<file path="config.mk">
export PLATFORM = sky130hd
export DESIGN_NAME = eth_tx_sched
export DESIGN_NICKNAME = d
export VERILOG_FILES = /design/src/rtl/eth_pkg.sv /design/src/rtl/sat_counter.sv /design/src/rtl/eth_tx_sched.sv
export SDC_FILE = /design/constraint.sdc
export NUM_CORES = 1
export LEC_CHECK = 0
export ABC_AREA = 1
export CAP_MARGIN = 20
export CELL_PAD_IN_SITES_DETAIL_PLACEMENT = 2
export CELL_PAD_IN_SITES_GLOBAL_PLACEMENT = 2
export CORE_AREA = 3 3 90 135
export CTS_CLUSTER_SIZE = 10
export DETAILED_ROUTE_END_ITERATION = 8
export DIE_AREA = 0 0 93 138
export PLACE_DENSITY_LB_ADDON = 0.1
export SYNTH_ARGS = -nofsm -noshare
export SYNTH_HDL_FRONTEND = slang
export SYNTH_SLANG_ARGS = --single-unit
</file>
<file path="constraint.sdc">
create_clock -name clk -period 2.5 [get_ports clk]
set_input_delay 0.375 -clock clk [delete_from_list [all_inputs] [get_ports clk]]
set_output_delay 0.375 -clock clk [all_outputs]
set_load 0.05 [all_outputs]
</file>
<file path="src/rtl/eth_pkg.sv">
// Shared types and helpers for the Ethernet TX scheduler.
// Requester indices, FSM states and the round-robin pick.
package eth_pkg;

    typedef enum logic [1:0] {
        IDLE,
        START,
        BUSY,
        GAP
    } state_t;

    localparam int N_REQ   = 2;
    localparam int REQ_CMD = 0;
    localparam int REQ_ARP = 1;

    // prio = 0 favours the command path, 1 favours ARP replies
    function automatic logic [N_REQ-1:0] rr_pick(
        input logic [N_REQ-1:0] pend,
        input logic             prio
    );
        logic [N_REQ-1:0] w;
        w = '0;
        if (pend[REQ_CMD] && pend[REQ_ARP]) begin
            if (prio) w[REQ_ARP] = 1'b1;
            else      w[REQ_CMD] = 1'b1;
        end else begin
            w = pend;
        end
        return w;
    endfunction

endpackage

</file>
<file path="src/rtl/sat_counter.sv">
// Saturating statistics counter with a synchronous clear.
// Clear wins over a same-cycle increment.
module sat_counter #(
    parameter int W  = 16,
    parameter int IW = 1
) (
    input  logic          clk,
    input  logic          rst,
    input  logic [IW-1:0] inc,
    input  logic          clr,
    output logic [W-1:0]  cnt
);

    logic [W:0] sum;

    assign sum = {1'b0, cnt} + {{(W + 1 - IW){1'b0}}, inc};

    // Add the step, pinning at all-ones on overflow
    always_ff @(posedge clk) begin
        if (rst || clr) begin
            cnt <= '0;
        end else if (inc != '0) begin
            cnt <= sum[W] ? '1 : sum[W-1:0];
        end
    end

endmodule

</file>
<file path="src/rtl/eth_tx_sched.sv">
// Shares the frame sender between the NIOS command path and ARP replies.
// Round-robin grant, start pulse, tx_en tracking, inter-frame gap, IRQ.
module eth_tx_sched
    import eth_pkg::*;
#(
    parameter int IFG_CYCLES    = 12,
    parameter int START_TIMEOUT = 64,
    parameter int CNT_W         = 16
) (
    input  logic             clk,
    input  logic             rst,
    input  logic [N_REQ-1:0] i_req,
    input  logic             i_tx_en,
    output logic [N_REQ-1:0] o_grant,
    output logic             o_send,
    output logic             o_busy,
    output logic [N_REQ-1:0] o_pending,
    output logic             o_irq_tx,
    output logic             o_timeout,
    input  logic             i_clr_stat,
    output logic [CNT_W-1:0] o_sent_cnt,
    output logic [CNT_W-1:0] o_drop_cnt
);

    localparam int TMAX = (START_TIMEOUT > IFG_CYCLES) ?
                          START_TIMEOUT : IFG_CYCLES;
    localparam int CW   = $clog2(TMAX + 1);

    localparam logic [CW-1:0] TMO_LAST = CW'(START_TIMEOUT - 1);
    localparam logic [CW-1:0] IFG_LAST = CW'(IFG_CYCLES - 1);

    state_t           state_q, state_d;
    logic [CW-1:0]    cnt_q, cnt_d;
    logic [N_REQ-1:0] grant_q, grant_d;
    logic [N_REQ-1:0] pend_q, pend_d;
    logic [N_REQ-1:0] take;
    logic [N_REQ-1:0] drop;
    logic [1:0]       drop_inc;
    logic             send_q, send_d;
    logic             irq_q, irq_d;
    logic             prio_q, prio_d;
    logic             tmo_q, tmo_set;
    logic             sent_inc;

    // Register the FSM, grant, pulses, pending set and sticky timeout
    always_ff @(posedge clk) begin
        if (rst) begin
            state_q <= IDLE;
            cnt_q   <= '0;
            grant_q <= '0;
            pend_q  <= '0;
            send_q  <= 1'b0;
            irq_q   <= 1'b0;
            prio_q  <= 1'b0;
            tmo_q   <= 1'b0;
        end else begin
            state_q <= state_d;
            cnt_q   <= cnt_d;
            grant_q <= grant_d;
            pend_q  <= pend_d;
            send_q  <= send_d;
            irq_q   <= irq_d;
            prio_q  <= prio_d;
            tmo_q   <= i_clr_stat ? 1'b0 : (tmo_q | tmo_set);
        end
    end

    // Next state: arbitrate in IDLE, then start, track and gap
    always_comb begin
        state_d  = state_q;
        cnt_d    = cnt_q;
        grant_d  = grant_q;
        prio_d   = prio_q;
        send_d   = 1'b0;
        irq_d    = 1'b0;
        tmo_set  = 1'b0;
        sent_inc = 1'b0;
        take     = '0;
        unique case (state_q)
            IDLE: begin
                if (pend_q != '0) begin
                    take    = rr_pick(pend_q, prio_q);
                    if (&pend_q) prio_d = ~prio_q;
                    grant_d = take;
                    send_d  = 1'b1;
                    cnt_d   = '0;
                    state_d = START;
                end
            end
            START: begin
                if (i_tx_en) begin
                    state_d = BUSY;
                end else if (cnt_q == TMO_LAST) begin
                    tmo_set = 1'b1;
                    grant_d = '0;
                    cnt_d   = '0;
                    state_d = GAP;
                end else begin
                    cnt_d = cnt_q + CW'(1);
                end
            end
            BUSY: begin
                if (!i_tx_en) begin
                    irq_d    = 1'b1;
                    sent_inc = 1'b1;
                    grant_d  = '0;
                    cnt_d    = '0;
                    state_d  = GAP;
                end
            end
            GAP: begin
                if (cnt_q == IFG_LAST) begin
                    state_d = IDLE;
                end else begin
                    cnt_d = cnt_q + CW'(1);
                end
            end
            default: begin
                state_d = IDLE;
                grant_d = '0;
            end
        endcase
    end

    // Latch requests; a repeat on a still-pending bit is a drop
    always_comb begin
        pend_d   = (pend_q & ~take) | i_req;
        drop     = i_req & pend_q & ~take;
        drop_inc = {1'b0, drop[REQ_CMD]} + {1'b0, drop[REQ_ARP]};
    end

    sat_counter #(
        .W  (CNT_W),
        .IW (1)
    ) u_sent_cnt (
        .clk (clk),
        .rst (rst),
        .inc (sent_inc),
        .clr (i_clr_stat),
        .cnt (o_sent_cnt)
    );

    sat_counter #(
        .W  (CNT_W),
        .IW (2)
    ) u_drop_cnt (
        .clk (clk),
        .rst (rst),
        .inc (drop_inc),
        .clr (i_clr_stat),
        .cnt (o_drop_cnt)
    );

    assign o_grant   = grant_q;
    assign o_send    = send_q;
    assign o_busy    = (state_q != IDLE);
    assign o_pending = pend_q;
    assign o_irq_tx  = irq_q;
    assign o_timeout = tmo_q;

endmodule

</file>
==> metrics.csv <==
metric,value,unit
worst_pin_slew,0.511,ns
cpMostUsedCell,inv_2,
rsz0062_at_grt,yes,
gp_congestion,0.825,
vias_per_cell,4.70,
routed-via-count,3053,
drtAntennaViolNets,0,
final_util,36.3,%
worstSkewPairLatency,0.29,ns
critPathMaxStageDelay,0.36,ns
grt_overflow,0,
fin_crit_sh,103,%
die_area,0.0128,mm2
p_leak,0.00166,uW
wire_per_inst,15.2,um
first_global_vias,3341,
synth_fa_ha_area_share,5.55,%
cts_buffer_depth,2,
die_y,138,um
synth-edff-count,0,
path_clk_slew,0.07,ns
final_nets,519,
r2r_cells,16,
dp.final_hpwl,7700,um
htreeDepth,2,
hold_path.startpoint,o_timeout,
finalWirelength,9860,um
outcome,"finished, violations left",
antenna_cells,0,
synth_top_family_by_area,simple AND/OR/NAND/NOR gates,
path_cells,inv_2 -> ha_4 -> clkinvlp_4 -> o21ai_4 -> nor2_2 -> ha_1 -> ha_2 -> inv_2 -> fa_2 -> inv_2 -> nand3_4 -> nor2_4 -> buf_6 -> nand2_4 -> xor2_1 -> a21oi_1,
finClkSkew,0.00519,ns
ios,46,
grt_pass1_wl,16500,um
setup_slack,-0.0824,ns
power_density,615,mW/mm2
ys_types,35,
row_count,47,
cp_max_fo,3,
synthToLayoutAreaGrowth,41.3,%
synth_nets,438,
critPathArrivalTime,2.81,ns
cts_tree,yes,
endpoint_kind,flip-flop,
cp-startpoint,state_q[1],
cp.required,2.73,ns
holdPathEnd,o_timeout,
muxShareOfSynthArea,0,%
core_area,0.0111,mm2
syn_area,0.00284,mm2
yosys_register_bits,49,
violations,setup timing,
setup_viol,14,
crit_path_top_delay_cell,fa_2,
synth-compound-area-share,8.50,%
holdBufCountCts,0,
fin_crit,2.58,ns
hold_ws,0.471,ns
synth_cells,420,
hold_path_class,flip-flop to flip-flop,
cp_top_family,adder cells,
synth_seq_area_share,34.5,%
cts.sinks,49,
slew_headroom,65.8,%
reg2reg_slack,-0.08,ns
drive_above_1_share,18.1,%
yosys_warnings,0,
path_class,flip-flop to flip-flop,
dr.pass1.iters,4,
yosys.area_share.simple,38.5,%
crit_path_start_kind,flip-flop,
slew_viol_final,0,
grt_max_degree,19,
antenna_found_initial,0,
avgSynthCellArea,6.77,um2
numCtsBuffers,5,
layout.cells.non_filler,649,
fmax,387,MHz
timing.rr.end,u_drop_cnt.cnt[8],
start_util,25.7,%
drv_cap,0,
place.port_buffers,45,
drt_drc_violations_left,0,
async_reset_ff_share,0,%
dr.first_iter.drc_count,61,
hold_viol_final,0,
synth_xor_area_share,3.70,%
placed_cells,632,
cts_root_buf,clkbuf_16,
ys.flop_type,dfxtp_1,
hold_path_depth,1,
final.setup.tns,-0.523,ns
max-vdd-ir-drop,0.250,mV
grt_usage,15.9,%
regToRegStartpoint,state_q[1],
crit_buf_inv,5,
die_x,93,um
==> flip-flops by register name (all words and copies together), names as in the netlist <==
signal	flops
cnt_q	7
o_grant	2
u_drop_cnt.cnt	16
o_timeout	1
o_send	1
o_irq_tx	1
o_pending	2
u_sent_cnt.cnt	16
state_q	2
prio_q	1
==> cells in the mapped netlist, types with 2 or more instances <==
cell type,count,area (um2)
a21oi_1,24,120
a31oi_1,5,31.3
buf_2,4,20.0
dfxtp_1,49,981
ha_1,11,138
inv_1,55,206
inv_2,5,18.8
nand2_1,97,364
nand2_2,2,12.5
nand3_1,34,170
nand3_2,2,20.0
nand3b_1,7,52.6
nand4_1,11,68.8
nor2_1,58,218
nor2_2,2,12.5
nor2_4,6,67.6
nor3_1,8,40.0
o21a_1,2,15.0
o21ai_0,8,40.0
o21ai_1,2,10.0
or2_1,4,25.0
xnor2_1,5,43.8
xor2_1,7,61.3
==> placed cells by master (no fill, tap or decap), drive strengths merged, types with 9 or more instances in the layout <==
cell type / synthesis / routed
ha: 11 / 11
o21ai: 10 / 10
nor2: 66 / 66
clkdlybuf4s50: 0 / 45
buf: 5 / 34
dfxtp: 49 / 49
inv: 61 / 60
nor3: 9 / 9
a21oi: 24 / 24
nand2: 99 / 99
nand4: 12 / 12
nand3: 36 / 36
==> stage by stage <==
step	power, uW	area (um2)	setup WS (ns)
floorplan	1390	2870	-0.206
global placement	1670	3660	-0.116
detailed placement	1680	3660	-0.249
CTS	2490	3960	-0.140
global route	2650	4020	-0.240
finish	2470	4020	-0.0824
==> how the worst max path moves through the flow <==
stage / end / depth (start not counted) / slack, ns
after floorplan: u_drop_cnt.cnt[11] / 17 / -0.21
after global placement: u_drop_cnt.cnt[14] / 16 / -0.12
after detailed placement: u_drop_cnt.cnt[14] / 16 / -0.25
after CTS: u_drop_cnt.cnt[14] / 18 / -0.14
after global routing: u_drop_cnt.cnt[8] / 16 / -0.24
final: u_drop_cnt.cnt[8] / 16 / -0.08
==> repair_timing <==
item	CTS	global route
gates resized for setup	24	9
buffers inserted	6	3
hold endpoints to repair	0	0
pin swaps	12	16
endpoints found under the setup margin	15	18
==> where the power goes <==
part           total, uW  internal, uW  switching [uW]
clock network        739           425             314
logic                861           347             514
registers            870           835            35.0
==> layer usage <==
metal / part of all wire, % / vias up / wire length (um) / global-route usage (%)
li1: - / 1504 / - / -
met1: 39 / 1511 / 3830 / 17.0
met2: 58 / 32 / 5720 / 31.8
met3: 2.0 / 6 / 202 / 2.07
met4: 1.1 / 0 / 107 / 3.94
met5: 0 / - / 0 / 0
==> cell type report <==
type | instances | area, um2
Timing Repair Buffer | 79 | 724
Fill cell | 1373 | 7040
Clock inverter | 1 | 5.00
Tap cell | 147 | 184
Inverter | 62 | 241
Multi-Input combinational cell | 304 | 1730
Clock buffer | 7 | 153
Sequential cell | 49 | 983
==> kinds of logic after synthesis <==
| group | after synthesis |
|---|---|
| adder cells (fa/ha/maj) | 12 |
| AND/OR/NAND/NOR | 236 |
| buffers and inverters | 67 |
| flip-flops | 49 |
| XOR/XNOR | 12 |
| AO/OA/AOI/OAI | 44 |
(Power assumes the default switching activity.)
